**src/rtl/pmp_check_arbiter.sv**
```systemverilog
// Shares one combinational PMP checker between the fetch port and the LSU.
// Arbitrates, latches the winning access, captures the fault and returns it.
module pmp_check_arbiter #(
  parameter int unsigned ADDR_W = 32,
  parameter bit          FAIR   = 1'b1
) (
  input  logic              clk,
  input  logic              rst_n,
  input  logic [1:0]        priv_mode,
  input  logic              csr_pmp_wr,
  input  logic              if_flush,
  input  logic              if_req_valid,
  output logic              if_req_ready,
  input  logic [ADDR_W-1:0] if_req_addr,
  output logic              if_resp_valid,
  input  logic              if_resp_ready,
  output logic              if_resp_fault,
  input  logic              lsu_req_valid,
  output logic              lsu_req_ready,
  input  logic [ADDR_W-1:0] lsu_req_addr,
  input  logic              lsu_req_we,
  input  logic              lsu_req_re,
  output logic              lsu_resp_valid,
  input  logic              lsu_resp_ready,
  output logic              lsu_resp_fault,
  output logic [ADDR_W-1:0] pmp_addr,
  output logic              pmp_we,
  output logic              pmp_re,
  output logic              pmp_xe,
  output logic [1:0]        pmp_priv,
  input  logic              pmp_access_fault
);

  typedef enum logic [1:0] {IDLE = 2'd0, CHECK = 2'd1, RESP = 2'd2} state_t;

  state_t state, state_n;
  logic   own, last, fault_q, we_q, re_q, xe_q;
  logic   if_cand, grant_if, grant_lsu, accept, capture;
  logic   chk_n, resp_n, fault_n;

  // A flushed fetch never competes; contention resolves by FAIR
  always_comb begin
    if_cand   = if_req_valid & ~if_flush;
    grant_lsu = lsu_req_valid & (~if_cand | (FAIR ? ~last : 1'b1));
    grant_if  = if_cand & ~grant_lsu;
  end

  assign if_req_ready  = rst_n & (state == IDLE) & grant_if;
  assign lsu_req_ready = rst_n & (state == IDLE) & grant_lsu;

  always_ff @(posedge clk or negedge rst_n) begin
    if (!rst_n) state <= IDLE;
    else        state <= state_n;
  end

  always_comb begin
    state_n = state;
    accept  = 1'b0;
    capture = 1'b0;
    case (state)
      IDLE: begin
        if (if_req_ready | lsu_req_ready) begin
          accept  = 1'b1;
          state_n = CHECK;
        end
      end
      CHECK: begin
        // A CSR write makes this cycle's checker result stale: check again
        if (!own && if_flush) begin
          state_n = IDLE;
        end else if (!csr_pmp_wr) begin
          capture = 1'b1;
          state_n = RESP;
        end
      end
      RESP: begin
        if (own ? lsu_resp_ready : (if_resp_ready | if_flush)) state_n = IDLE;
      end
      default: state_n = IDLE;
    endcase
  end

  always_comb begin
    chk_n   = (state_n == CHECK);
    resp_n  = (state_n == RESP);
    fault_n = capture ? pmp_access_fault : fault_q;
  end

  // Access latch, ownership and captured fault
  always_ff @(posedge clk or negedge rst_n) begin
    if (!rst_n) begin
      pmp_addr <= '0;
      pmp_priv <= 2'b00;
      we_q     <= 1'b0;
      re_q     <= 1'b0;
      xe_q     <= 1'b0;
      own      <= 1'b0;
      last     <= 1'b1;
      fault_q  <= 1'b0;
    end else begin
      if (accept) begin
        pmp_addr <= grant_lsu ? lsu_req_addr : if_req_addr;
        pmp_priv <= priv_mode;
        we_q     <= grant_lsu & lsu_req_we;
        re_q     <= grant_lsu & lsu_req_re;
        xe_q     <= grant_if;
        own      <= grant_lsu;
        last     <= grant_lsu;
      end
      if (capture) fault_q <= pmp_access_fault;
    end
  end

  // Registered outputs, computed from next state so each owner's view is glitch-free
  always_ff @(posedge clk or negedge rst_n) begin
    if (!rst_n) begin
      pmp_we         <= 1'b0;
      pmp_re         <= 1'b0;
      pmp_xe         <= 1'b0;
      if_resp_valid  <= 1'b0;
      if_resp_fault  <= 1'b0;
      lsu_resp_valid <= 1'b0;
      lsu_resp_fault <= 1'b0;
    end else begin
      pmp_we         <= chk_n & (accept ? (grant_lsu & lsu_req_we) : we_q);
      pmp_re         <= chk_n & (accept ? (grant_lsu & lsu_req_re) : re_q);
      pmp_xe         <= chk_n & (accept ? grant_if : xe_q);
      if_resp_valid  <= resp_n & ~own;
      if_resp_fault  <= resp_n & ~own & fault_n;
      lsu_resp_valid <= resp_n & own;
      lsu_resp_fault <= resp_n & own & fault_n;
    end
  end

endmodule

```
**config.mk**
```make
export PLATFORM = sky130hd
export DESIGN_NAME = pmp_check_arbiter
export DESIGN_NICKNAME = d
export VERILOG_FILES = /design/src/rtl/pmp_check_arbiter.sv
export SDC_FILE = /design/constraint.sdc
export NUM_CORES = 1
export LEC_CHECK = 0
export ABC_CLOCK_PERIOD_IN_PS = 1700
export BUFFER_PORTS_ARGS = -buffer_cell sky130_fd_sc_hd__buf_4
export CAP_MARGIN = 20
export CORE_AREA = 3 3 78 80
export DETAILED_ROUTE_END_ITERATION = 10
export DIE_AREA = 0 0 81 83
export PLACE_DENSITY = 0.75
export SLEW_MARGIN = 0
export SYNTH_ARGS = -nofsm -noshare
export SYNTH_HDL_FRONTEND = slang
export SYNTH_SLANG_ARGS = --single-unit
```
**constraint.sdc**
```tcl
create_clock -name clk -period 1.7 [get_ports clk]
set_input_delay 0.255 -clock clk [delete_from_list [all_inputs] [get_ports clk]]
set_output_delay 0.255 -clock clk [all_outputs]
set_load 0.005 [all_outputs]
```
==> reports/results.ini, run 1 <==
[sta]
rsz0062_at_grt = yes
clock_skew_ps = 9.32
final-max-slew-violation-count = 0
timing.max_slew.rel_slack_pct = 59.3
final_number_of_setup_violating_endpoints = 2
final_min_period_over_clock_period_pct = 105
highest_clock_rate_ghz = 0.562
hold_violations = 0
final_period_minus_worst_setup_slack_ps = 1780
worstMarginPinSlew_ps = 610
postLayoutSetupSlackWorst_ps = -78.2

[routing]
met2_length_um = 3100
first_drt_iteration_drcs = 58
drt-total-wl_um = 6390
routed-via-count = 1980
wl_met1_um = 2700
route.detailed.drc = 0
wl_met3_um = 528
drt-pass1-iter-count = 4
vias_per_cell = 5.27
postRouteAntennaNets = 0
post_drt_wl_per_cell_um = 17.0
top_layer_used = met4

[critical_path]
timing.setup.critical_path_class = reg -> out
cp_data_arrival_time_ps = 1520
timing.critical_path.to_type = primary output
critPathMaxFanout = 3
crit_path_start_kind = flip-flop
data_required_time_at_the_worst_endpoint_ps = 1440

[die]
rows = 27
design.die.area_mm2 = 0.00672
ioPinCount = 120
die-height_um = 83
initial_core_util_pct = 39.7
die_width_um = 81
core_region_mm2 = 0.00547

[synth]
syn_avg_cell_area_um2 = 12.9
syn_nets = 246
synth_seq_area_share_pct = 56.4
synth_seq_cells = 49
ys_types = 35
synth-warning-count = 0
synthesis.instances = 169
netlist_area_mm2 = 0.00217

[clock_tree]
worst_setup_hold_path_clk_slew_ps = 90
cts.path.max_buffers = 2
post_cts_hold_buffer_count = 0
tritoncts_num_sinks = 49
cts.root.buffer_cell = clkbuf_8
worst_skew_pair_latency_ps = 290
numCtsBuffers = 5
cts_tree = done
ctsHtreeMaxLevel = 2

[placement]
hpwlAfterDp_um = 4480
gp_congestion = 0.718
io_buffers = 119

[final_layout]
area_overhead_vs_synth_pct = 55.8
fin_util_pct = 61.9
layout_common_cells = buf_4 (133), dfrtp_1 (48), or3_1 (32), o221a_1 (29)
mostFrequentLayoutCell = buf_4
num_antenna_cells = 0
drive_gt1_share_pct = 52.6
nNetsFinal = 380

[power]
total_power_mw = 4.73
irDropWorstVdd_v = 0.000682
leakagePower_nw = 1.55
power_per_cell_area_mw_per_mm2 = 1390

[global_routing]
vias_in_the_first_global_route = 2083
grt_overflow_total = 0
grt_max_degree = 50
grt_usage_pct = 19.1
grt_pass1_wl_um = 10100
initial_antenna_violation_count = 0

[min_path]
hold_path.class = in -> async

[flow_run]
count_of_max_cap_constraint_violations = 0

[outcome]
violated_checks = negative setup slack
status = finished with violations

## critical path: stages (launching register included)
cell,delay (ps)
dfrtp_1,400
or3b_4,390
a211o_4,290
inv_2,60
buf_6,80
## registers in the layout (all words and copies together) (netlist names)
register / count
own: 1
pmp_xe: 1
if_resp_valid: 1
state: 2
last: 1
if_resp_fault: 1
xe_q: 1
pmp_we: 1
re_q: 1
pmp_priv: 2
fault_q: 1
we_q: 1
pmp_addr: 32
lsu_resp_fault: 1
pmp_re: 1
lsu_resp_valid: 1
## synthesized netlist by cell type
master,count,area (um^2)
or3b_4,1,11.3
and3b_1,1,8.76
nand2_1,1,3.75
buf_6,3,33.8
nand4b_1,1,8.76
nand4bb_1,1,11.3
nor2_2,1,6.26
a22o_1,2,17.5
a211o_4,1,17.5
nor2_1,1,3.75
nand3b_1,2,15.0
nor3_1,1,5.00
and3_1,1,6.26
a21oi_1,4,20.0
clkbuf_1,6,22.5
mux2_2,2,22.5
o221a_1,29,327
or3_1,32,200
buf_2,3,15.0
o221a_2,3,33.8
or2_2,2,12.5
nand4_1,1,6.26
o21ai_0,1,5.00
nor2b_1,2,12.5
a21oi_4,1,16.3
a21o_1,2,15.0
inv_1,6,22.5
nand2b_1,2,12.5
dfrtp_1,48,1200
a21bo_2,1,10.0
a21boi_0,2,15.0
o2bb2ai_1,2,17.5
nand3_1,1,5.00
and2b_1,1,7.51
dfstp_2,1,26.3
## cell type report
class | instances | area, um^2
Fill cell | 482 | 2080
Sequential cell | 49 | 1230
Timing Repair Buffer | 137 | 1040
Multi-Input combinational cell | 104 | 897
Tap cell | 72 | 90.1
Clock buffer | 6 | 72.6
Clock inverter | 2 | 35.0
Inverter | 6 | 22.5
## power breakdown
group | switching, mW | total (mW) | internal (mW)
Sequential | 0.311 | 1.99 | 1.68
Clock | 0.384 | 0.822 | 0.437
Combinational | 0.693 | 1.91 | 1.22
## metal layers
layer	vias to the layer above	track usage (%)
met2	79	31.4
met1	962	24.7
li1	933	-
met5	-	0
met3	6	4.88
met4	0	5.22
## per-stage QoR
stage          TNS, ps  setup slack (ps)  instances  hold slack, ps  area (um^2)
2_1_floorplan        0              78.2        169           -40.6         2170
3_3_place_gp         0              11.6        361             413         3180
3_5_place_dp     -7.75             -7.75        361             417         3180
4_1_cts           -166             -89.5        373            88.1         3340
5_1_grt           -949              -142        376             121         3390
6_report          -143             -78.2        376            69.6         3390
## cells by family (layout without fill, tap and decap cells)
logic type / count (synthesis) / in the layout / share of synthesized area, %
simple gates: 52 / 52 / 15.5
flops: 49 / 49 / 56.4
buf+inv: 18 / 151 / 4.31
compound gates: 48 / 50 / 22.7
mux: 2 / 2 / 1.04
## what timing repair did
item                       4_1_cts  5_1_grt
cloned                           1        1
setup buffers                    3        2
gates resized for setup          5        4
setup endpoints to repair        5       34
pin swaps                        2        3
## final timing paths
check                           startpoint              to  slack [ps]  cells after the start
worst min-delay path                 rst_n  lsu_resp_valid          70                      2
min in group clk                lsu_req_re            re_q         170                      2
worst max register to register    state[0]    pmp_addr[13]          10                      4
max in group asynchronous            rst_n    pmp_addr[11]        1220                      2
worst max-delay path              state[0]    if_req_ready         -80                      4
worst min register to register        we_q          pmp_we         510                      1
(Power assumes the default switching activity.)
==> inputs of run 2 (changes only) <==
TNS_END_PERCENT = 1   (was unset)
==> run 2 against run 1 <==
Net effect: the run still ends with negative setup slack left; cell count decreased by 0.27%; clock skew decreased by 0.55 ps; clock power about the same; flip-flop and latch count unchanged; combinational power about the same; critical path depth unchanged; critical path type unchanged; critical endpoint unchanged.
==> reports/results.ini, run 2 (same netlist as run 1, synthesis figures left out) <==
[clock_tree]
ctsHtreeMaxLevel = 2
numCtsBuffers = 5
tritoncts_num_sinks = 49
cts.root.buffer_cell = clkbuf_8
cts.path.max_buffers = 2
worst_skew_pair_latency_ps = 300
worst_setup_hold_path_clk_slew_ps = 90
post_cts_hold_buffer_count = 0
cts_tree = done

[global_routing]
global_route.usage.met1_pct = 24.7
vias_in_the_first_global_route = 2083
grt_max_degree = 50
initial_antenna_violation_count = 0
gr_peak_layer = met2
met2_usage_pct = 31.4
global_route.usage.met3_pct = 4.88
grt_pass1_wl_um = 10100
grt_usage_pct = 19.1
grt_overflow_total = 0

[final_layout]
layout_common_cells = buf_4 (134), dfrtp_1 (48), or3_1 (32), o221a_1 (29)
fin_util_pct = 61.5
regMostFlops = pmp_addr
num_antenna_cells = 0
layout.cells.non_filler = 375
finish.instance_area_mm2 = 0.00336
drive_gt1_share_pct = 52.5
final.fill_count = 481
number_of_flip_flops_under_the_largest_register_name = 32
area_overhead_vs_synth_pct = 54.7
top_regs = pmp_addr (32), pmp_priv (2), state (2)
mostFrequentLayoutCell = buf_4
nNetsFinal = 379

[sta]
final_min_period_over_clock_period_pct = 105
clock_skew_ps = 8.76
rsz0062_at_grt = yes
worstMarginPinSlew_ps = 616
postLayoutSetupSlackWorst_ps = -76.9
final-max-slew-violation-count = 0
highest_clock_rate_ghz = 0.563
final_period_minus_worst_setup_slack_ps = 1780
fin_hold_ws_ps = 69.8
timing.max_slew.rel_slack_pct = 59.0
hold_violations = 0
final_number_of_setup_violating_endpoints = 3

[die]
design.die.area_mm2 = 0.00672
die_width_um = 81
core_region_mm2 = 0.00547
die-height_um = 83
rows = 27
initial_core_util_pct = 39.7
ioPinCount = 120

[critical_path]
crit_chain = or3b_4 -> a211o_4 -> inv_2 -> buf_6
cp_data_arrival_time_ps = 1520
timing.setup.critical_path_class = reg -> out
critical-path-slowest-cell = or3b_4
worst-r2r-cell-count = 4
data_required_time_at_the_worst_endpoint_ps = 1440
crit_path_start_kind = flip-flop
timing.critical_path.to_type = primary output
critPathMaxFanout = 3
crit_path_max_cell_delay_ps = 410

[placement]
io_buffers = 119
hpwlAfterDp_um = 4480
gp_congestion = 0.718
place.detailed.instances = 361
placed_area_mm2 = 0.00318

[routing]
first_drt_iteration_drcs = 50
vias_per_cell = 5.21
drt-total-wl_um = 6320
routed-via-count = 1952
post_drt_wl_per_cell_um = 16.9
route.detailed.drc = 0
postRouteAntennaNets = 0
drt-pass1-iter-count = 4

[power]
leakagePower_nw = 1.54
total_power_mw = 4.70
irDropWorstVdd_v = 0.000684
power_per_cell_area_mw_per_mm2 = 1400

[flow_run]
count_of_max_cap_constraint_violations = 0

[outcome]
status = finished with violations
violated_checks = negative setup slack

[min_path]
hold_path.class = in -> async

run 2: worst paths after layout:
| kind | from | end | slack [ps] |
|---|---|---|---|
| setup / recovery | state[1] | if_req_ready | -80 |
| hold / removal | rst_n | state[0] | 70 |
| setup reg to reg | state[1] | pmp_addr[6] | 0 |
| hold reg to reg | we_q | pmp_we | 510 |
| max in group asynchronous | rst_n | pmp_addr[11] | 1220 |
| min in group clk | lsu_req_re | re_q | 170 |
run 2: area by class of cell:
| cell class | instances | area [um^2] | share of cell area (%) |
|---|---|---|---|
| clock inverter | 2 | 35.0 | 1.04 |
| timing repair buffer | 137 | 1040 | 30.9 |
| tap | 72 | 90.1 | 2.68 |
| sequential | 49 | 1230 | 36.5 |
| inverter | 6 | 22.5 | 0.670 |
| clock buffer | 6 | 72.6 | 2.16 |
| multi-input combinational | 103 | 876 | 26.0 |
run 2: where the power goes:
part	internal, mW	leakage (nW)	switching, mW
logic	1.20	0.924	0.678
registers	1.68	0.564	0.311
clock network	0.437	0.0552	0.387
run 2: timing repair:
item	4_1_cts	5_1_grt
endpoints found under the setup margin	5	34
gates cloned	1	0
pin swaps	2	3
gates resized for setup	5	1
setup buffers	3	2
run 2: metrics by stage:
stage,TNS (ps),setup slack [ps]
3_3_place_gp,0,11.6
6_report,-144,-76.9
4_1_cts,-166,-89.5
3_5_place_dp,-7.75,-7.75
2_1_floorplan,0,78.2
5_1_grt,-1040,-142
run 2: per-layer routing:
layer  vias up  routed length, um
met5         -                  0
met3         8                516
li1        925                  -
met1       942               2690
met2        77               3030
met4         0                 76
run 2: worst max-delay path: cells and delay by family (launching register included):
kind	cells	cell delay, ps
and+or+nand+nor	1	410
DFF	1	380
AOI/OAI and AO/OA	1	290
buffers and inverters	2	140
